==> src/rtl/ball_motion_if.sv <==
// Control and position bundle between the shot controller and the ball motion engine.
interface ball_motion_if;
    logic       frame_tick;
    logic       shoot;
    logic [7:0] vx0;
    logic [7:0] vy0;
    logic [9:0] ball_x;
    logic [9:0] ball_y;
    logic       in_flight;
    logic       made;
    logic       missed;

    modport master (
        output frame_tick, shoot, vx0, vy0,
        input  ball_x, ball_y, in_flight, made, missed
    );

    modport slave (
        input  frame_tick, shoot, vx0, vy0,
        output ball_x, ball_y, in_flight, made, missed
    );
endinterface

==> src/rtl/ball_motion.sv <==
// Frame-rate projectile engine: holds the ball, launches on shoot, integrates gravity per frame
// in Q10.4 position / Q8.4 velocity, and reports a made or missed shot.
module ball_motion #(
    parameter int START_X     = 10,
    parameter int START_Y     = 300,
    parameter int GRAVITY     = 4,
    parameter int HOOP_Y      = 150,
    parameter int HOOP_X_MIN  = 540,
    parameter int HOOP_X_MAX  = 580,
    parameter int FLOOR_Y     = 470,
    parameter int X_MAX       = 630,
    parameter int HOLD_FRAMES = 60
) (
    input  logic          clk,
    input  logic          reset_n,
    ball_motion_if.slave  bus
);

    localparam int HW = $clog2(HOLD_FRAMES + 1);

    localparam logic [13:0]        START_X_FP = 14'(START_X * 16);
    localparam logic [13:0]        START_Y_FP = 14'(START_Y * 16);
    localparam logic [13:0]        HOOP_Y_U   = 14'(HOOP_Y * 16);
    localparam logic signed [15:0] HOOP_Y_S   = 16'(HOOP_Y * 16);
    localparam logic [13:0]        FLOOR_Y_U  = 14'(FLOOR_Y * 16);
    localparam logic signed [15:0] FLOOR_Y_S  = 16'(FLOOR_Y * 16);
    localparam logic [13:0]        X_MAX_FP   = 14'(X_MAX * 16);
    localparam logic [HW-1:0]      HOLD_LAST  = HW'(HOLD_FRAMES - 1);

    typedef enum logic [1:0] {
        ST_IDLE   = 2'd0,
        ST_FLIGHT = 2'd1,
        ST_DONE   = 2'd2
    } state_t;

    state_t             state_r,  state_s;
    logic [13:0]        x_fp_r,   x_fp_s;
    logic [13:0]        y_fp_r,   y_fp_s;
    logic [11:0]        vx_r,     vx_s;
    logic signed [11:0] vy_r,     vy_s;
    logic [HW-1:0]      hold_r,   hold_s;
    logic               made_r,   made_s;
    logic               missed_r, missed_s;
    logic               in_flight_r;

    logic signed [15:0] y_sum_s;
    logic [13:0]        x_sum_s;
    logic signed [12:0] vy_grav_s;
    logic signed [11:0] vy_sat_s;
    logic               ceil_s, floor_s, right_s, hit_s;

    // Candidate next position/velocity; y is widened and signed so a ceiling crossing shows as negative
    assign y_sum_s   = $signed({2'b00, y_fp_r}) + $signed({{4{vy_r[11]}}, vy_r});
    assign x_sum_s   = x_fp_r + {2'b00, vx_r};
    assign vy_grav_s = $signed({vy_r[11], vy_r}) + $signed(13'(GRAVITY));
    assign vy_sat_s  = (vy_grav_s > 13'sd2047) ? 12'sd2047 : vy_grav_s[11:0];

    assign ceil_s  = (y_sum_s < 16'sd0);
    assign floor_s = (y_sum_s >= FLOOR_Y_S);
    assign right_s = (x_sum_s >= X_MAX_FP);
    assign hit_s   = (vy_r > 12'sd0) && (y_fp_r < HOOP_Y_U) && (y_sum_s >= HOOP_Y_S) &&
                     (x_sum_s[13:4] >= 10'(HOOP_X_MIN)) && (x_sum_s[13:4] <= 10'(HOOP_X_MAX));

    // Next-state and datapath decode
    always_comb begin
        state_s  = state_r;
        x_fp_s   = x_fp_r;
        y_fp_s   = y_fp_r;
        vx_s     = vx_r;
        vy_s     = vy_r;
        hold_s   = hold_r;
        made_s   = 1'b0;
        missed_s = 1'b0;
        case (state_r)
            ST_IDLE: begin
                x_fp_s = START_X_FP;
                y_fp_s = START_Y_FP;
                hold_s = {HW{1'b0}};
                if (bus.shoot) begin
                    state_s = ST_FLIGHT;
                    vx_s    = {4'b0000, bus.vx0};
                    vy_s    = 12'sd0 - $signed({4'b0000, bus.vy0});
                end else begin
                    state_s = ST_IDLE;
                end
            end
            ST_FLIGHT: begin
                if (bus.frame_tick) begin
                    // Ceiling contact kills the upward speed and skips gravity for that frame
                    if (ceil_s) begin
                        y_fp_s = 14'd0;
                        vy_s   = 12'sd0;
                    end else if (floor_s) begin
                        y_fp_s = FLOOR_Y_U;
                        vy_s   = vy_sat_s;
                    end else begin
                        y_fp_s = y_sum_s[13:0];
                        vy_s   = vy_sat_s;
                    end
                    if (right_s) begin
                        x_fp_s = X_MAX_FP;
                    end else begin
                        x_fp_s = x_sum_s;
                    end
                    if (hit_s) begin
                        made_s  = 1'b1;
                        state_s = ST_DONE;
                    end else if (floor_s || right_s) begin
                        missed_s = 1'b1;
                        state_s  = ST_DONE;
                    end else begin
                        state_s = ST_FLIGHT;
                    end
                end else begin
                    state_s = ST_FLIGHT;
                end
            end
            ST_DONE: begin
                if (bus.frame_tick) begin
                    if (hold_r == HOLD_LAST) begin
                        state_s = ST_IDLE;
                        hold_s  = {HW{1'b0}};
                        x_fp_s  = START_X_FP;
                        y_fp_s  = START_Y_FP;
                    end else begin
                        hold_s = hold_r + HW'(1);
                    end
                end else begin
                    hold_s = hold_r;
                end
            end
            default: begin
                state_s = ST_IDLE;
                x_fp_s  = START_X_FP;
                y_fp_s  = START_Y_FP;
                hold_s  = {HW{1'b0}};
            end
        endcase
    end

    // State and output registers
    always_ff @(posedge clk or negedge reset_n) begin
        if (!reset_n) begin
            state_r     <= ST_IDLE;
            x_fp_r      <= START_X_FP;
            y_fp_r      <= START_Y_FP;
            vx_r        <= 12'd0;
            vy_r        <= 12'sd0;
            hold_r      <= {HW{1'b0}};
            made_r      <= 1'b0;
            missed_r    <= 1'b0;
            in_flight_r <= 1'b0;
        end else begin
            state_r     <= state_s;
            x_fp_r      <= x_fp_s;
            y_fp_r      <= y_fp_s;
            vx_r        <= vx_s;
            vy_r        <= vy_s;
            hold_r      <= hold_s;
            made_r      <= made_s;
            missed_r    <= missed_s;
            in_flight_r <= (state_s == ST_FLIGHT);
        end
    end

    assign bus.ball_x    = x_fp_r[13:4];
    assign bus.ball_y    = y_fp_r[13:4];
    assign bus.in_flight = in_flight_r;
    assign bus.made      = made_r;
    assign bus.missed    = missed_r;

endmodule

==> src/flat_wrapper.sv <==
// flat-port wrapper written by rule: the top's interface ports become plain ports
module ball_motion_flat 
#(
    parameter int START_X     = 10,
    parameter int START_Y     = 300,
    parameter int GRAVITY     = 4,
    parameter int HOOP_Y      = 150,
    parameter int HOOP_X_MIN  = 540,
    parameter int HOOP_X_MAX  = 580,
    parameter int FLOOR_Y     = 470,
    parameter int X_MAX       = 630,
    parameter int HOLD_FRAMES = 60
)
  (clk, reset_n, bus_frame_tick, bus_shoot, bus_vx0, bus_vy0, bus_ball_x, bus_ball_y, bus_in_flight, bus_made, bus_missed);
  ball_motion_if bus_i ();
  input  logic clk;
  input  logic reset_n;
  input wire logic [$bits(bus_i.frame_tick)-1:0] bus_frame_tick;
  input wire logic [$bits(bus_i.shoot)-1:0] bus_shoot;
  input wire logic [$bits(bus_i.vx0)-1:0] bus_vx0;
  input wire logic [$bits(bus_i.vy0)-1:0] bus_vy0;
  output wire logic [$bits(bus_i.ball_x)-1:0] bus_ball_x;
  output wire logic [$bits(bus_i.ball_y)-1:0] bus_ball_y;
  output wire logic [$bits(bus_i.in_flight)-1:0] bus_in_flight;
  output wire logic [$bits(bus_i.made)-1:0] bus_made;
  output wire logic [$bits(bus_i.missed)-1:0] bus_missed;
  assign bus_i.frame_tick = bus_frame_tick;
  assign bus_i.shoot = bus_shoot;
  assign bus_i.vx0 = bus_vx0;
  assign bus_i.vy0 = bus_vy0;
  assign bus_ball_x = bus_i.ball_x;
  assign bus_ball_y = bus_i.ball_y;
  assign bus_in_flight = bus_i.in_flight;
  assign bus_made = bus_i.made;
  assign bus_missed = bus_i.missed;
  ball_motion #(.START_X(START_X), .START_Y(START_Y), .GRAVITY(GRAVITY), .HOOP_Y(HOOP_Y), .HOOP_X_MIN(HOOP_X_MIN), .HOOP_X_MAX(HOOP_X_MAX), .FLOOR_Y(FLOOR_Y), .X_MAX(X_MAX), .HOLD_FRAMES(HOLD_FRAMES)) u_core (.clk(clk), .reset_n(reset_n), .bus(bus_i));
endmodule
==> config.mk <==
export PLATFORM = sky130hd
export DESIGN_NAME = ball_motion_flat
export DESIGN_NICKNAME = d
export VERILOG_FILES = /design/src/rtl/ball_motion_if.sv /design/src/rtl/ball_motion.sv /design/src/flat_wrapper.sv
export SDC_FILE = /design/constraint.sdc
export NUM_CORES = 1
export LEC_CHECK = 0
export ABC_CLOCK_PERIOD_IN_PS = 6700
export BUFFER_PORTS_ARGS = -buffer_cell sky130_fd_sc_hd__buf_4
export CORE_MARGIN = 3
export CORE_UTILIZATION = 45
export CTS_BUF_LIST = sky130_fd_sc_hd__clkbuf_4
export DETAILED_ROUTE_END_ITERATION = 10
export PLACE_DENSITY = 0.7
export SYNTH_ARGS = -nofsm -noshare
export SYNTH_HDL_FRONTEND = slang
export SYNTH_SLANG_ARGS = --single-unit
==> constraint.sdc <==
create_clock -name clk -period 6.7 [get_ports clk]
set_clock_uncertainty 0.15 [all_clocks]
set_input_delay 0.67 -clock clk [delete_from_list [all_inputs] [get_ports clk]]
set_output_delay 0.67 -clock clk [all_outputs]
set_load 0.05 [all_outputs]
==> impl_metrics.toml <==
[placed_design]
placed_cells = 677
placed_area_um2 = 4910
numPortBuffers = 42
post-dp-hpwl_um = 8820
routabilityCongestion = 0.941

[logic_synthesis]
syn_nets = 588
yosysWarnings = 0
syn-cell-area_um2 = 4640
post_synth_inst_count = 538
yosysSeqAreaShare = 0.320
async_flop_share = 1.00
synthFlopType = "dfrtp_1"
ys_ff_latch = 59
synth_edf_count = 0
syn_avg_cell_area_um2 = 8.62
ys_types = 77

[cts]
cts_buffer_depth = 2
htree_levels = 3
cts_tree = "built"
ctsHoldBuffers = 0
clk_pin_slew_worst_paths_ps = 130
clkSinkCount = 59
cts_resized = 0
post_cts.repair.setup_buffers = 0
clock_latency_ps = 420
cts_buffers = 9
cts.root.buffer_cell = "clkbuf_4"

[power_and_ir_drop]
power.internal_mw = 1.29
switchingPower_mw = 1.48
clkPwrFrac = 0.083
switching_share = 0.536
peakVddDrop_mv = 0.344
power_frac_comb = 0.679
p_leak_nw = 2.21
p_seq_frac = 0.238
p_per_area_nw_per_um2 = 551

[sta]
hold_viol = 0
rsz0062_at_grt = "false"
min_period_ps = 3770
relSlewSlack = 0.395
worst_pin_slew_ps = 904
max_freq_ghz = 0.265
finalCritPeriodShare = 0.562
slew_viol_final = 0
finalSetupViolations = 0
finalSetupTns_ps = 0

[setup_path]
r2r_slack_ps = 2930
r2r_start = "u_core.x_fp_r[5]$_DFFE_PN1P_"
critPathKind = "reg2reg"
cp.required_ps = 6870
startpoint = "u_core.x_fp_r[5]$_DFFE_PN1P_"
r2r-end = "u_core.x_fp_r[12]$_DFFE_PN0P_"
cp_max_fo = 9
endpoint = "u_core.x_fp_r[12]$_DFFE_PN0P_"
r2r_cells = 10
end_kind = "flip-flop"
start_kind = "flip-flop"
arrival_ps = 3940

[die]
die_area_um2 = 11600
fp-row-count = 36
core_um2 = 9910
chipHeight_um = 108
start_util = 0.468
die_w_um = 108
boundaryPins = 43

[run]
cap_viol_max_count = 0

[global_route]
antenna_found_initial = 1
grtUsageTotal = 0.215
grt_pass1_vias = 4069
grt_pass1_wl_um = 19900
overflow = 0
grt_max_degree = 60

[detailed_routing]
drtAntennaViolNets = 0
vias = 4176
via_per_inst = 6.02
routed_wl_um = 11900
dr.pass1.iters = 5
wl_per_cell_um = 17.1
drt_iter0_markers = 432
drc = 0

[cells_and_area]
syn2layout_area_growth_pct = 8.39
fin_nets = 605
fin_area_um2 = 5030
final_cells = 694
layout_commonest_cell = "nand2_1"
drive_above_1_share = 0.166
layout_common_cells = "55 x nand2_1, 53 x dfrtp_1, 44 x a21oi_1, 44 x buf_4, 43 x nor2_1"

[hold_path]
min_path_type = "in2async"

[status]
outcome = "completed"
worst max-delay path, stage by stage (launching register included):
cell and delay, ps:
dfstp_2 580, ha_1 340, a21oi_2 260, nand2_1 100
a2111o_1 430, a2111oi_0 710, a211o_1 170, a31oi_1 100
nor2_2 300, nor2_1 200, a32o_1 320
synthesized netlist by cell type, drive strengths merged, types with 3 or more instances:
cell type   n  share of area
a211o       5         0.0097
a211oi      4         0.0086
a21boi      3         0.0049
a21o       13          0.021
a21oi      48          0.057
a22o        6          0.011
a31oi       5         0.0067
a41oi       3         0.0097
and2        6         0.0084
and3        7         0.0097
buf        26          0.040
clkbuf     12         0.0097
dfrtp      53           0.29
dfstp       6          0.034
ha         28          0.076
inv        17          0.014
mux2        8          0.019
mux2i       4         0.0086
nand2      55          0.045
nand2b      7         0.0094
nand3      18          0.019
nand4       6         0.0081
nand4b      3         0.0057
nor2       44          0.036
nor2b       6         0.0081
nor3        9         0.0097
nor3b       3         0.0049
nor4        3         0.0040
o211ai      5         0.0081
o21a        5         0.0081
o21ai      36          0.039
o21bai      4         0.0089
o22a        4         0.0076
o22ai       3         0.0040
o31ai       7          0.012
or3         5         0.0070
xnor2      12          0.023
xor2       14          0.026
final cells by class:
type,count,area [µm²]
fillers,976,4880
multi-input cells,424,2860
inverters,17,63.8
repair buffers,44,330
flip-flops and latches,59,1480
diodes,1,2.50
clock buffers,10,75.1
well taps,133,166
clock inverters,6,41.3
metal layers:
| layer | GRT usage | routed length [µm] | share of wire | vias to the layer above |
|---|---|---|---|---|
| li1 | - | - | - | 1993 |
| met1 | 0.304 | 5710 | 0.48 | 2006 |
| met2 | 0.323 | 5290 | 0.45 | 152 |
| met3 | 0.0372 | 595 | 0.050 | 25 |
| met4 | 0.0911 | 288 | 0.024 | 0 |
| met5 | 0 | 0 | 0 | - |
state kept, by name, summed over array words and instances, names as in the netlist:
register and count:
u_core.bus.in_flight 1, u_core.bus.made 1, u_core.vx_r 8, u_core.state_r 2, u_core.bus.missed 1, u_core.hold_r 6, u_core.y_fp_r 14, u_core.x_fp_r 14
u_core.vy_r 12
cells by family (layout without fill, tap and decap cells):
kind of cell,count (synthesis),count (layout),synth area share
AND/OR/NAND/NOR,183,183,0.194
AO/OA/AOI/OAI,173,173,0.261
flip-flops,59,59,0.320
buffers and inverters,55,77,0.0637
adder cells (fa/ha/maj),30,30,0.0842
XOR/XNOR,26,26,0.0491
multiplexers,12,12,0.0281
other,0,1,0
power by group through the flow:
stage	Clock, mW	Combinational (mW)	Sequential, mW
final	0.230	1.88	0.659
after global placement	0	1.82	0.658
after detailed placement	0	1.85	0.663
after floorplan	0	1.51	0.615
after CTS	0.238	1.87	0.657
after global routing	0.250	2.07	0.679
worst min-delay path by stage:
stage | endpoint | slack (ps)
4_1_cts | u_core.bus.missed$_DFF_PN0_ | 170
3_3_place_gp | u_core.y_fp_r[3]$_DFFE_PN0P_ | 340
6_report | u_core.y_fp_r[13]$_DFFE_PN0P_ | 140
5_1_grt | u_core.x_fp_r[9]$_DFFE_PN0P_ | 210
3_5_place_dp | u_core.y_fp_r[3]$_DFFE_PN0P_ | 330
2_1_floorplan | u_core.bus.in_flight$_DFF_PN0_ | 220
stage by stage:
step	worst slack (ps)	util	total power, mW	hold slack (ps)
5_1_grt	2790	0.507	3.00	209
3_3_place_gp	3050	0.495	2.48	339
4_1_cts	3030	0.507	2.77	172
2_1_floorplan	3590	-	2.13	224
6_report	2930	0.507	2.77	143
3_5_place_dp	3040	0.495	2.52	333
Note: power is estimated with default switching activity, not from simulation.
